## src/rtl/vga_timing_if.sv

```systemverilog
// vga_timing_if: raster timing bundle between the timing generator and the colour stage
interface vga_timing_if #(
  parameter int FRAME_W = 8
);
  logic               en;
  logic [9:0]         hpos;
  logic [9:0]         vpos;
  logic               display_on;
  logic               hsync;
  logic               vsync;
  logic               line_start;
  logic               frame_start;
  logic [FRAME_W-1:0] frame_cnt;
  modport master (
    input  en,
    output hpos, vpos, display_on, hsync, vsync, line_start, frame_start, frame_cnt
  );
  modport slave (
    output en,
    input  hpos, vpos, display_on, hsync, vsync, line_start, frame_start, frame_cnt
  );
endinterface

```

## src/rtl/vga_timing_gen.sv

```systemverilog
// vga_timing_gen: VGA raster counters with registered sync, blanking, strobes and frame count
module vga_timing_gen #(
  parameter int H_ACTIVE    = 640,
  parameter int H_FP        = 16,
  parameter int H_SYNC      = 96,
  parameter int H_BP        = 48,
  parameter int V_ACTIVE    = 480,
  parameter int V_FP        = 10,
  parameter int V_SYNC      = 2,
  parameter int V_BP        = 33,
  parameter bit SYNC_ACTIVE = 1'b0,
  parameter int FRAME_W     = 8
) (
  input logic           clk,
  input logic           rst,
  vga_timing_if.master  vga
);
  localparam logic [9:0] H_MAX = 10'(H_ACTIVE + H_FP + H_SYNC + H_BP - 1);
  localparam logic [9:0] V_MAX = 10'(V_ACTIVE + V_FP + V_SYNC + V_BP - 1);
  localparam logic [9:0] H_VIS = 10'(H_ACTIVE);
  localparam logic [9:0] V_VIS = 10'(V_ACTIVE);
  localparam logic [9:0] HS_0  = 10'(H_ACTIVE + H_FP);
  localparam logic [9:0] HS_1  = 10'(H_ACTIVE + H_FP + H_SYNC);
  localparam logic [9:0] VS_0  = 10'(V_ACTIVE + V_FP);
  localparam logic [9:0] VS_1  = 10'(V_ACTIVE + V_FP + V_SYNC);
  logic       h_wrap, v_wrap;
  logic [9:0] h_nxt, v_nxt;
  always_comb begin
    h_wrap = vga.hpos == H_MAX;
    v_wrap = vga.vpos == V_MAX;
    h_nxt  = h_wrap ? 10'd0 : vga.hpos + 10'd1;
    v_nxt  = h_wrap ? (v_wrap ? 10'd0 : vga.vpos + 10'd1) : vga.vpos;
  end
  // decode from the next counter values so levels line up with the registered hpos/vpos
  always_ff @(posedge clk) begin
    if (rst) begin
      vga.hpos        <= '0;
      vga.vpos        <= '0;
      vga.display_on  <= 1'b0;
      vga.hsync       <= !SYNC_ACTIVE;
      vga.vsync       <= !SYNC_ACTIVE;
      vga.line_start  <= 1'b0;
      vga.frame_start <= 1'b0;
      vga.frame_cnt   <= '0;
    end else begin
      vga.line_start  <= vga.en && h_wrap;
      vga.frame_start <= vga.en && h_wrap && v_wrap;
      if (vga.en) begin
        vga.hpos       <= h_nxt;
        vga.vpos       <= v_nxt;
        vga.display_on <= (h_nxt < H_VIS) && (v_nxt < V_VIS);
        vga.hsync      <= (h_nxt >= HS_0 && h_nxt < HS_1) ? SYNC_ACTIVE : !SYNC_ACTIVE;
        vga.vsync      <= (v_nxt >= VS_0 && v_nxt < VS_1) ? SYNC_ACTIVE : !SYNC_ACTIVE;
        if (h_wrap && v_wrap) vga.frame_cnt <= vga.frame_cnt + 1'b1;
      end
    end
  end
endmodule
```

## src/flat_wrapper.sv

```systemverilog
// flat-port wrapper written by rule: the top's interface ports become plain ports
module vga_timing_gen_flat 
#(
  parameter int H_ACTIVE    = 640,
  parameter int H_FP        = 16,
  parameter int H_SYNC      = 96,
  parameter int H_BP        = 48,
  parameter int V_ACTIVE    = 480,
  parameter int V_FP        = 10,
  parameter int V_SYNC      = 2,
  parameter int V_BP        = 33,
  parameter bit SYNC_ACTIVE = 1'b0,
  parameter int FRAME_W     = 8
)
  (clk, rst, vga_en, vga_hpos, vga_vpos, vga_display_on, vga_hsync, vga_vsync, vga_line_start, vga_frame_start, vga_frame_cnt);
  vga_timing_if #(.FRAME_W(FRAME_W)) vga_i ();
  input logic clk;
  input logic rst;
  input wire logic [$bits(vga_i.en)-1:0] vga_en;
  output wire logic [$bits(vga_i.hpos)-1:0] vga_hpos;
  output wire logic [$bits(vga_i.vpos)-1:0] vga_vpos;
  output wire logic [$bits(vga_i.display_on)-1:0] vga_display_on;
  output wire logic [$bits(vga_i.hsync)-1:0] vga_hsync;
  output wire logic [$bits(vga_i.vsync)-1:0] vga_vsync;
  output wire logic [$bits(vga_i.line_start)-1:0] vga_line_start;
  output wire logic [$bits(vga_i.frame_start)-1:0] vga_frame_start;
  output wire logic [$bits(vga_i.frame_cnt)-1:0] vga_frame_cnt;
  assign vga_i.en = vga_en;
  assign vga_hpos = vga_i.hpos;
  assign vga_vpos = vga_i.vpos;
  assign vga_display_on = vga_i.display_on;
  assign vga_hsync = vga_i.hsync;
  assign vga_vsync = vga_i.vsync;
  assign vga_line_start = vga_i.line_start;
  assign vga_frame_start = vga_i.frame_start;
  assign vga_frame_cnt = vga_i.frame_cnt;
  vga_timing_gen #(.H_ACTIVE(H_ACTIVE), .H_FP(H_FP), .H_SYNC(H_SYNC), .H_BP(H_BP), .V_ACTIVE(V_ACTIVE), .V_FP(V_FP), .V_SYNC(V_SYNC), .V_BP(V_BP), .SYNC_ACTIVE(SYNC_ACTIVE), .FRAME_W(FRAME_W)) u_core (.clk(clk), .rst(rst), .vga(vga_i));
endmodule
```

## config.mk

```make
export PLATFORM = sky130hd
export DESIGN_NAME = vga_timing_gen_flat
export DESIGN_NICKNAME = d
export VERILOG_FILES = /design/src/rtl/vga_timing_if.sv /design/src/rtl/vga_timing_gen.sv /design/src/flat_wrapper.sv
export SDC_FILE = /design/constraint.sdc
export NUM_CORES = 1
export LEC_CHECK = 0
export CAP_MARGIN = 0
export CORE_MARGIN = 1.5
export CORE_UTILIZATION = 45
export DETAILED_ROUTE_END_ITERATION = 10
export PLACE_DENSITY = 0.7
export SYNTH_ARGS = -nofsm -noshare
export SYNTH_HDL_FRONTEND = slang
export SYNTH_SLANG_ARGS = --single-unit
export TNS_END_PERCENT = 10
```

## constraint.sdc

```tcl
create_clock -name clk -period 3 [get_ports clk]
set_input_delay 0.45 -clock clk [delete_from_list [all_inputs] [get_ports clk]]
set_output_delay 0.45 -clock clk [all_outputs]
set_load 0.005 [all_outputs]
```

### Yosys cells after proc, flatten, opt, wreduce, memory -nomap -nowiden

Cells that the tools add are included.

* bits in registers: 33
* input port bits: 3
* output and inout port bits: 33
* logic and storage cells: 31

* add/sub/neg operators: 3
* magnitude comparators: 6
* equal/unequal tests: 2
* mux-type cells: 5
* reductions and logical operators: 7

Operator list (count)
* two-way mux 10 bit: 3
* adder 10 x 1 -> 10 bit (second input constant): 2
* == test 10 bit (second input constant): 2
* less-than comparator 10 bit (second input constant): 2
* less-than comparator 10 x 9 -> 1 bit (second input constant): 2
* >= comparator 10 bit (second input constant): 1
* >= comparator 10 x 9 -> 1 bit (second input constant): 1
* adder 8 x 1 -> 8 bit (second input constant): 1
* logical AND 1 bit: 6
* two-way mux 1 bit: 2
* AND reduction 2 bit: 1

### Depth between registers and ports, before layout

Gate-level depths: netlist of the first run.

* word-level depth: 6
* depth in mapped cells: 8
* depth with buffers taken out: 7

### Worst setup path after synthesis of the first run

Ideal clock, no wire load.

* path kind: register -> register
* from: reg u_core.vga.hpos[0]
* to: reg u_core.vga.vsync
* library setup time: 0.131 ns
* arrival: 1.752 ns
* data required time: 2.869 ns
* setup slack: 1.117 ns
* stages on the path, launching flop included: 7
* buffers on the path: 0
* period minus slack after synthesis: 1.883 ns
* cells stage by stage: dfxtp_1 > ha_1 > nand4_2 > nor3_4 > nand3_4 > a2111oi_2 > a31oi_1

* word-level cells in the longest chain between the ends: 5
* elaborated cells between the ends (all ways): 6
* classes of those cells: order compare (2); eq/ne (1); mux (2); reduce/logical (1)

Ends and longest elaborated chain
* start: declaration: line vga_timing_if.sv:16 `output hpos, vpos, display_on, hsync, vsync, line_start, frame_start, frame_cnt`
* start signal: assignment: line vga_timing_gen.sv:49 `vga.hpos <= h_nxt;`
* == test 10 bit (*): line vga_timing_gen.sv:29 `h_wrap = vga.hpos == H_MAX;`
* two-way mux 10 bit (*): line vga_timing_gen.sv:32 `v_nxt = h_wrap ? (v_wrap ? 10'd0 : vga.vpos + 10'd1) : vga.vpos;`
* >= comparator 10 x 9 -> 1 bit or less-than comparator 10 x 9 -> 1 bit (tied branches): line vga_timing_gen.sv:53 `vga.vsync <= (v_nxt >= VS_0 && v_nxt < VS_1) ? SYNC_ACTIVE : !SYNC_ACTIVE;`
* logical AND 1 bit (*): line vga_timing_gen.sv:53
* two-way mux 1 bit (*): line vga_timing_gen.sv:53
* end signal: assignment: line vga_timing_gen.sv:41 `vga.vsync <= !SYNC_ACTIVE;`
* end signal: assignment: line vga_timing_gen.sv:53
* end: declaration: line vga_timing_if.sv:16

Every way passes the cells marked *; elsewhere a longest branch is shown, timed or not.
A chain may end at the register's enable or synchronous reset.

### Worst setup path after layout of the first run

* from: reg u_core.vga.hpos[0]
* to: reg u_core.vga.frame_cnt[7]

* word-level cells in the longest chain between the ends: 3

Ends and longest elaborated chain
* == test 10 bit: line vga_timing_gen.sv:29
* logical AND 1 bit: line vga_timing_gen.sv:54 `if (h_wrap && v_wrap) vga.frame_cnt <= vga.frame_cnt + 1'b1;`
* AND reduction 2 bit (no source line)
* end signal: assignment: line vga_timing_gen.sv:54
* end: declaration: line vga_timing_if.sv:16

Every way passes these cells.

==> impl_metrics.csv, run 1 <==
group,metric,value,unit
clock_tree,post_cts_resized,0,
clock_tree,cts_tree,"built",
detailed_routing,vias,1883,
die,core-area,4380,um2
synth,synth_seq_cells,33,
power_and_ir_drop,p_leak,0.847,nW
synth,ys_seq_area_share,32.1,%
global_route,grt_max_degree,21,
worst_setup_path,cp-end-kind,"register",
global_route,antenna_found_initial,0,
die,die_w,70.6,um
global_route,grt_usage,19.5,%
clock_tree,root_buffer,"clkbuf_8",
clock_tree,hold_buffers,0,
synth,ys_types,49,
worst_setup_path,worstPathArrival,2.60,ns
die,dieArea,4990,um2
power_and_ir_drop,finalPower,0.820,mW
die,initial_core_util,46.9,%
placement,place_hpwl,3.27,mm
timing,rsz0062_at_grt,"false",
synth,synth.cell_area,2060,um2
worst_setup_path,required,3.19,ns
detailed_routing,vias_per_cell,5.78,
run_status,status,"finished, final reports clean",
detailed_routing,drtPass1Iterations,4,
placement,port_buffers,35,
worst_setup_path,cp_max_fo,20,
global_route,grt.overflow.total,0,
timing,fin_setup_tns,0,ns
detailed_routing,drt_iter0_drc,100,
timing,tightest_slew,0.673,ns
timing,setup_viol,0,
worst_setup_path,start_kind,"register",
placement,place.gp.congestion,0.833,
clock_tree,cts_inserted_buffers,5,
power_and_ir_drop,p_per_area,335,nW/um2
global_route,grt_pass1_wl,7.84,mm
synth,yosys_warnings,0,
finish,area_growth,19.1,%
synth,synth_flop_cell,"dfxtp_1",
synth,synth_edf_count,0,
timing,slew_headroom,55.0,%
worst_hold_path,min_path_cells,2,
detailed_routing,drc_errors,0,
die,fp.dieH,70.6,um
timing,fin_skew,0.0128,ns
worst_hold_path,hold_class,"register to register",
power_and_ir_drop,peakVddDrop,0.000216,V
timing,fmax,0.414,GHz
timing,fin_crit,2.41,ns
die,num_rows,24,
die,io_pins,36,
clock_tree,cts_buffer_depth,2,
finish,fillers,414,
detailed_routing,postRouteAntennaNets,0,
detailed_routing,wl,4.69,mm
finish,final-seq-area,661,um2
clock_tree,insertion_delay,0.29,ns
synth,synth-async-reset-ratio,0,%
timing,post-route-period-util,80.4,%
synth,synth_nets,258,
clock_tree,cts.sinks,33,
timing,hold_viol,0,
job,cap_violations,0,
timing,finalMaxSlewViolations,0,
clock_tree,clkTransAtPathRegs,0.08,ns
worst_setup_path,critical_path_class,"register to register",
finish,antenna_cells,0,
synth,avgSynthCellArea,8.20,um2
global_route,grt_pass1_vias,1663,
clock_tree,cts_setup_buffers,0,
finish,multi_input_area,1260,um2
timing,whs,0.488,ns
synth,syn_inst,251,
detailed_routing,wl_per_cell,14.4,um
worst_setup_path,reg2regPathDepth,6,
clock_tree,ctsHtreeMaxLevel,2,
finish,nets,280,
finish,drive_above_1_share,9.85,%
area by class of cell:
type	count	area share, %
Clock buffer	5	2.81
Sequential cell	33	27.0
Multi-Input combinational cell	192	51.3
Inverter	4	0.613
Timing Repair Buffer	37	14.9
Clock inverter	3	0.715
Tap cell	52	2.66
report_power, final:
group / internal (mW) / switching, mW
logic: 0.0169 / 0.0209
clock network: 0.160 / 0.173
registers: 0.442 / 0.00717
total: 0.619 / 0.201
cells by family (layout without fill, tap and decap cells):
group	Yosys count	in the layout	synth area share, %
muxes	3	3	1.46
adders and majority gates	4	4	2.43
DFF	33	33	32.1
xor gates and xnor gates	15	15	6.39
AOI/OAI and AO/OA	48	48	15.0
buffers and inverters	26	49	6.75
and+or+nand+nor	122	122	35.9
stage by stage:
step	cell area [um2]	utilization [%]	worst slack, ns	instances
floorplan	2060	-	1.12	251
global placement	2360	53.9	0.639	318
detailed placement	2360	53.9	0.595	318
CTS	2450	55.9	0.593	326
global route	2450	55.9	0.355	326
finish	2450	55.9	0.587	326
cell usage in the layout (no fill, tap or decap), drive strengths merged, types with 4 or more instances in the layout:
cell type      count
clkdlybuf4s50     35
nor2              34
dfxtp             33
nand2             17
a21oi             17
nand3             16
nor3              13
o21ai             11
xnor2             10
nand4              9
a31oi              6
nor4               6
and3               5
xor2               5
clkbuf             5
inv                4
ha                 4
Yosys cell counts (all sizes together) (5+ instances only):
| cell | n | area share [%] |
|---|---|---|
| xnor2 | 10 | 4.3 |
| o21ai | 11 | 2.7 |
| nor3 | 13 | 3.7 |
| clkbuf | 8 | 1.5 |
| dfxtp | 33 | 32 |
| nand3 | 16 | 4.5 |
| xor2 | 5 | 2.1 |
| a21oi | 17 | 4.1 |
| nor4 | 6 | 4.1 |
| nand2 | 17 | 3.1 |
| buf | 14 | 4.5 |
| and3 | 5 | 1.5 |
| nor2 | 34 | 6.2 |
| nand4 | 9 | 3.7 |
| a31oi | 6 | 1.8 |
sequential cells by signal, indices dropped and copies added (netlist names):
signal and count:
u_core.vga.line_start 1, u_core.vga.frame_start 1, u_core.vga.vsync 1, u_core.vga.hsync 1, u_core.vga.hpos 10, u_core.vga.display_on 1
u_core.vga.frame_cnt 8, u_core.vga.vpos 10
worst paths after layout:
| path | startpoint | slack (ns) | to |
|---|---|---|---|
| min | u_core.vga.display_on | 0.49 | u_core.vga.display_on |
| max | u_core.vga.hpos[0] | 0.59 | u_core.vga.frame_cnt[7] |
| min reg2reg | u_core.vga.display_on | 0.49 | u_core.vga.display_on |
| max reg2reg | u_core.vga.hpos[0] | 0.59 | u_core.vga.frame_cnt[7] |
critical path: stages, from the launching register on:
cell	delay, ns
dfxtp_1	0.46
ha_1	0.32
and4_1	0.41
nand4_2	0.48
nor4_2	0.45
xnor2_1	0.15
nor2_1	0.05
routing by layer:
| metal | share of wire, % | global-route usage (%) |
|---|---|---|
| met4 | 1.9 | 8.18 |
| met3 | 6.2 | 4.13 |
| met5 | 0 | 0 |
| met1 | 47 | 26.3 |
| met2 | 45 | 30.4 |
No activity file was read; power rests on OpenSTA's default activity.
==> inputs of run 2 (changes only) <==
clock period = 2.3 ns   (was 3 ns; I/O delays follow)
==> run 2 against run 1 <==
Against the previous run: final area rose by 5.0%; critical path depth rose by 1; sequential power is 30% higher; cell count rose by 3.1%; first-iteration DRC count is 4.0% lower; global-route usage grew 0.66 points; critical path type unchanged; critical endpoint unchanged.
==> impl_metrics.csv, run 2 (synthesis results as in run 1) <==
group,metric,value,unit
run_status,status,"finished, final reports clean",
worst_setup_path,path_depth,7,
clock_tree,cts_inserted_buffers,5,
global_route,antenna_found_initial,0,
detailed_routing,drc_errors,0,
detailed_routing,wl,4.71,mm
finish,final-seq-area,661,um2
power_and_ir_drop,clkPwrFrac,50.3,%
timing,fin_setup_tns,0,ns
placement,dp_cells,328,
timing,fin_skew,0.00700,ns
clock_tree,post_cts_resized,0,
job,cap_violations,0,
worst_setup_path,worst-path-buf-inv,1,
timing,slew_headroom,67.2,%
power_and_ir_drop,comb_power_share,4.4,%
clock_tree,insertion_delay,0.28,ns
power_and_ir_drop,p_per_area,500,nW/um2
timing,fmax,0.469,GHz
clock_tree,cts_buffer_depth,2,
clock_tree,root_buffer,"clkbuf_8",
die,num_rows,24,
finish,fillers,411,
timing,hold_viol,0,
placement,place_hpwl,3.33,mm
finish,multi_input_area,1260,um2
worst_setup_path,required,2.47,ns
power_and_ir_drop,power.internal,1.03,mW
finish,instances_no_fill,336,
global_route,grt_pass1_wl,8.18,mm
finish,layout_commonest_cell,"clkdlybuf4s50_1",
timing,finalMaxSlewViolations,0,
detailed_routing,postRouteAntennaNets,0,
worst_setup_path,worstPathCellList,"ha_1 -> and4_1 -> nand4_2 -> buf_4 -> nor4_2 -> xnor2_1 -> nor2_1",
worst_hold_path,hold_class,"register to register",
worst_setup_path,cp_slowest_cell,"dfxtp_1",
timing,rsz0062_at_grt,"false",
finish,antenna_cells,0,
global_route,grt_usage,20.1,%
power_and_ir_drop,swShare,19.7,%
worst_setup_path,cp-end-kind,"register",
clock_tree,cts_setup_buffers,0,
global_route,grt_max_degree,25,
detailed_routing,vias,1888,
worst_setup_path,start_kind,"register",
worst_setup_path,max_stage_delay,0.42,ns
die,dieArea,4990,um2
worst_hold_path,min_path_cells,2,
worst_setup_path,r2r_slack,0.17,ns
timing,setup_viol,0,
detailed_routing,wl_per_cell,14.0,um
die,core-area,4380,um2
worst_setup_path,critical_path_class,"register to register",
timing,post-route-period-util,92.8,%
global_route,grt_pass1_vias,1738,
die,io_pins,36,
worst_setup_path,cp_max_fo,20,
finish,top_regs,"u_core.vga.hpos x10, u_core.vga.vpos x10, u_core.vga.frame_cnt x8",
finish,layout_common_cells,"clkdlybuf4s50_1, nor2_1, dfxtp_1, nand2_1, a21oi_1",
timing,fin_crit,2.13,ns
clock_tree,hold_buffers,0,
detailed_routing,drtPass1Iterations,4,
finish,area_growth,25.1,%
detailed_routing,drt_iter0_drc,96,
finish,nets,290,
power_and_ir_drop,p_leak,0.923,nW
power_and_ir_drop,seqPwrFrac,45.3,%
die,die_w,70.6,um
clock_tree,clkTransAtPathRegs,0.07,ns
power_and_ir_drop,p_sw,0.253,mW
placement,port_buffers,35,
die,fp.dieH,70.6,um
timing,whs,0.495,ns
clock_tree,ctsHtreeMaxLevel,2,
timing,tightest_slew,0.488,ns
placement,place.gp.congestion,0.859,
power_and_ir_drop,peakVddDrop,0.000334,V
clock_tree,cts.sinks,33,
die,initial_core_util,46.9,%
power_and_ir_drop,finalPower,1.29,mW
worst_setup_path,worstPathArrival,2.30,ns
worst_setup_path,reg2regPathDepth,7,
clock_tree,cts_tree,"built",
finish,drive_above_1_share,13.0,%
global_route,grt.overflow.total,0,
worst_setup_path,critPathTopFamily,"simple AND/OR/NAND/NOR gates",
detailed_routing,vias_per_cell,5.62,
==> run 2: changes by cell type in the layout (fill, tap and decap cells not counted), sizes merged <==
cell      delta
clkinvlp     -1
buf         +10
clkinv       -1
bufinv       +2
==> run 2: worst min-delay path, stage by stage (launching register included) <==
cell and delay (ns):
dfxtp_1 0.35, nand2_1 0.07, o41ai_2 0.05
==> run 2: per-layer routing <==
layer / track usage [%] / part of all wire [%] / wire length, um
met1: 28.3 / 50 / 2370
met2: 31.9 / 46 / 2150
met3: 4.42 / 3.8 / 180
met4: 4.82 / 0.19 / 9
met5: 0 / 0 / 0
==> run 2: power groups by stage <==
| stage | combinational [mW] | sequential (mW) | clock (mW) |
|---|---|---|---|
| global route | 0.0607 | 0.584 | 0.693 |
| global placement | 0.0559 | 0.596 | 0 |
| detailed placement | 0.0565 | 0.596 | 0 |
| floorplan | 0.0307 | 0.595 | 0 |
| CTS | 0.0568 | 0.583 | 0.660 |
| finish | 0.0566 | 0.583 | 0.646 |
==> run 2: per-stage QoR <==
step / cell area (um2) / setup slack [ns] / utilization (%)
detailed placement: 2440 / 0.199 / 55.6
finish: 2570 / 0.166 / 58.7
global placement: 2440 / 0.280 / 55.6
global route: 2570 / 0.0225 / 58.7
floorplan: 2060 / 0.417 / -
CTS: 2570 / 0.199 / 58.7
==> run 2: worst paths after layout <==
kind | from | endpoint
max | u_core.vga.hpos[1] | u_core.vga.frame_cnt[7]
min | u_core.vga.display_on | u_core.vga.display_on
min reg2reg | u_core.vga.display_on | u_core.vga.display_on
max reg2reg | u_core.vga.hpos[1] | u_core.vga.frame_cnt[7]
==> run 2: cell type report <==
class,count,share of cell area [%]
Multi-Input combinational cell,192,48.9
Sequential cell,33,25.7
Timing Repair Buffer,47,17.1
Clock buffer,5,2.68
Clock inverter,3,2.53
Tap cell,52,2.53
Inverter,4,0.584
==> inputs of run 3 (changes only) <==
TNS_END_PERCENT = not set   (was 10)
clock period = 2 ns   (was 2.3 ns; I/O delays follow)
==> run 3 against run 2 <==
Against the previous run: sequential share of layout area decreased by 1.1 points; global-route usage increased by 0.97 points; utilization increased by 2.5 points; maximum frequency increased by 16%; critical path type unchanged; critical endpoint is now u_core.vga.vsync; highest routed layer unchanged.
==> impl_metrics.csv, run 3 (synthesis results as in run 1) <==
group,metric,value,unit
run_status,status,"finished, final reports clean",
clock_tree,cts_inserted_buffers,5,
die,fp.dieH,70.6,um
finish,layout_commonest_cell,"clkdlybuf4s50_1",
timing,tightest_slew,0.445,ns
detailed_routing,postRouteAntennaNets,0,
placement,place.gp.congestion,0.824,
worst_setup_path,critPathTopFamily,"simple AND/OR/NAND/NOR gates",
die,io_pins,36,
worst_setup_path,worstPathCellList,"ha_1 -> nand4_2 -> nor4_2 -> xnor2_1 -> a2111oi_2 -> a31oi_1",
global_route,antenna_found_initial,0,
worst_setup_path,critical_path_class,"register to register",
timing,finalMaxSlewViolations,0,
worst_setup_path,worstPathArrival,2.02,ns
timing,fin_setup_tns,0,ns
finish,fin_util,61.2,%
detailed_routing,drtPass1Iterations,4,
detailed_routing,wl,5.12,mm
finish,drive_above_1_share,18.8,%
clock_tree,insertion_delay,0.30,ns
detailed_routing,vias,2004,
finish,area_growth,30.5,%
placement,port_buffers,35,
clock_tree,cts_tree,"built",
clock_tree,ctsHtreeMaxLevel,2,
finish,fillers,415,
detailed_routing,drc_errors,0,
global_route,grt_pass1_wl,8.59,mm
detailed_routing,vias_per_cell,5.65,
worst_setup_path,worst-path-buf-inv,0,
timing,fmax,0.541,GHz
die,num_rows,24,
die,dieArea,4990,um2
timing,hold_viol,0,
timing,slew_headroom,69.9,%
power_and_ir_drop,p_per_area,471,nW/um2
worst_setup_path,cp_slowest_cell,"a2111oi_2",
global_route,grt_usage,21.1,%
detailed_routing,drt_iter0_drc,113,
worst_setup_path,cp_max_fo,4,
placement,dpl_cell_area,2590,um2
finish,antenna_cells,0,
finish,stdcell_area,2680,um2
global_route,grt.overflow.total,0,
die,initial_core_util,46.9,%
global_route,grt_max_degree,21,
worst_hold_path,hold_class,"register to register",
clock_tree,cts_buffer_depth,2,
clock_tree,clkTransAtPathRegs,0.08,ns
timing,fin_crit,1.85,ns
die,die_w,70.6,um
worst_setup_path,start_kind,"register",
power_and_ir_drop,peakVddDrop,0.000341,V
detailed_routing,wl_per_cell,14.4,um
worst_setup_path,required,2.18,ns
finish,top_regs,"u_core.vga.hpos x10, u_core.vga.vpos x10, u_core.vga.frame_cnt x8",
timing,setup_viol,0,
placement,place_hpwl,3.63,mm
global_route,grt_pass1_vias,1821,
timing,post-route-period-util,92.4,%
clock_tree,cts.sinks,33,
finish,layout_common_cells,"clkdlybuf4s50_1, nor2_1, dfxtp_1, buf_4",
job,cap_violations,0,
timing,fin_skew,0.00795,ns
timing,rsz0062_at_grt,"false",
worst_setup_path,cp-end-kind,"register",
worst_setup_path,max_stage_delay,0.37,ns
die,core-area,4380,um2
timing,whs,0.467,ns
power_and_ir_drop,p_leak,1.00,nW
clock_tree,root_buffer,"clkbuf_8",
finish,nets,309,
[run 3: area by class of cell]
type | instances | area, um2 | share of cell area [%]
Inverter | 4 | 15.0 | 0.559
Tap cell | 52 | 65.1 | 2.42
Multi-Input combinational cell | 192 | 1260 | 47.0
Sequential cell | 33 | 661 | 24.6
Clock buffer | 5 | 68.8 | 2.56
Timing Repair Buffer | 66 | 596 | 22.2
Clock inverter | 3 | 17.5 | 0.653
[run 3: repair_timing]
item | in CTS | in global routing
endpoints found under the setup margin | 0 | 1
resized for setup | 0 | 1
setup buffers | 0 | 0
hold buffers | 0 | 0
[run 3: power by group]
part	internal (mW)	switching (mW)	leakage, nW
Clock	0.240	0.281	0.0439
Sequential	0.663	0.00427	0.267
Combinational	0.0352	0.0398	0.689
[run 3: layer usage]
metal | vias to the layer above | wire, um | GRT usage [%]
met2 | 67 | 2330 | 33.2
met3 | 4 | 294 | 4.70
li1 | 1003 | - | -
met5 | - | 0 | 0
met4 | 0 | 44 | 5.24
met1 | 930 | 2440 | 29.7
[run 3: worst min-delay path, cell delays in order (launching register included)]
cell     delay, ns
dfxtp_1       0.33
nand2_1       0.06
o41ai_2       0.04
[run 3: worst paths after layout]
path	from	end	slack, ns	cells after the start
setup / recovery	u_core.vga.hpos[1]	u_core.vga.vsync	0.15	6
hold / removal	u_core.vga.display_on	u_core.vga.display_on	0.47	2
setup reg to reg	u_core.vga.hpos[1]	u_core.vga.vsync	0.15	6
hold reg to reg	u_core.vga.display_on	u_core.vga.display_on	0.47	2
[run 3: stage by stage]
stage | cells | setup slack, ns | power [mW]
after CTS | 355 | 0.135 | 1.27
after detailed placement | 347 | 0.108 | 0.757
final | 355 | 0.152 | 1.26
after global placement | 347 | 0.142 | 0.755
after global routing | 355 | 0.0269 | 1.30
after floorplan | 251 | 0.117 | 0.719
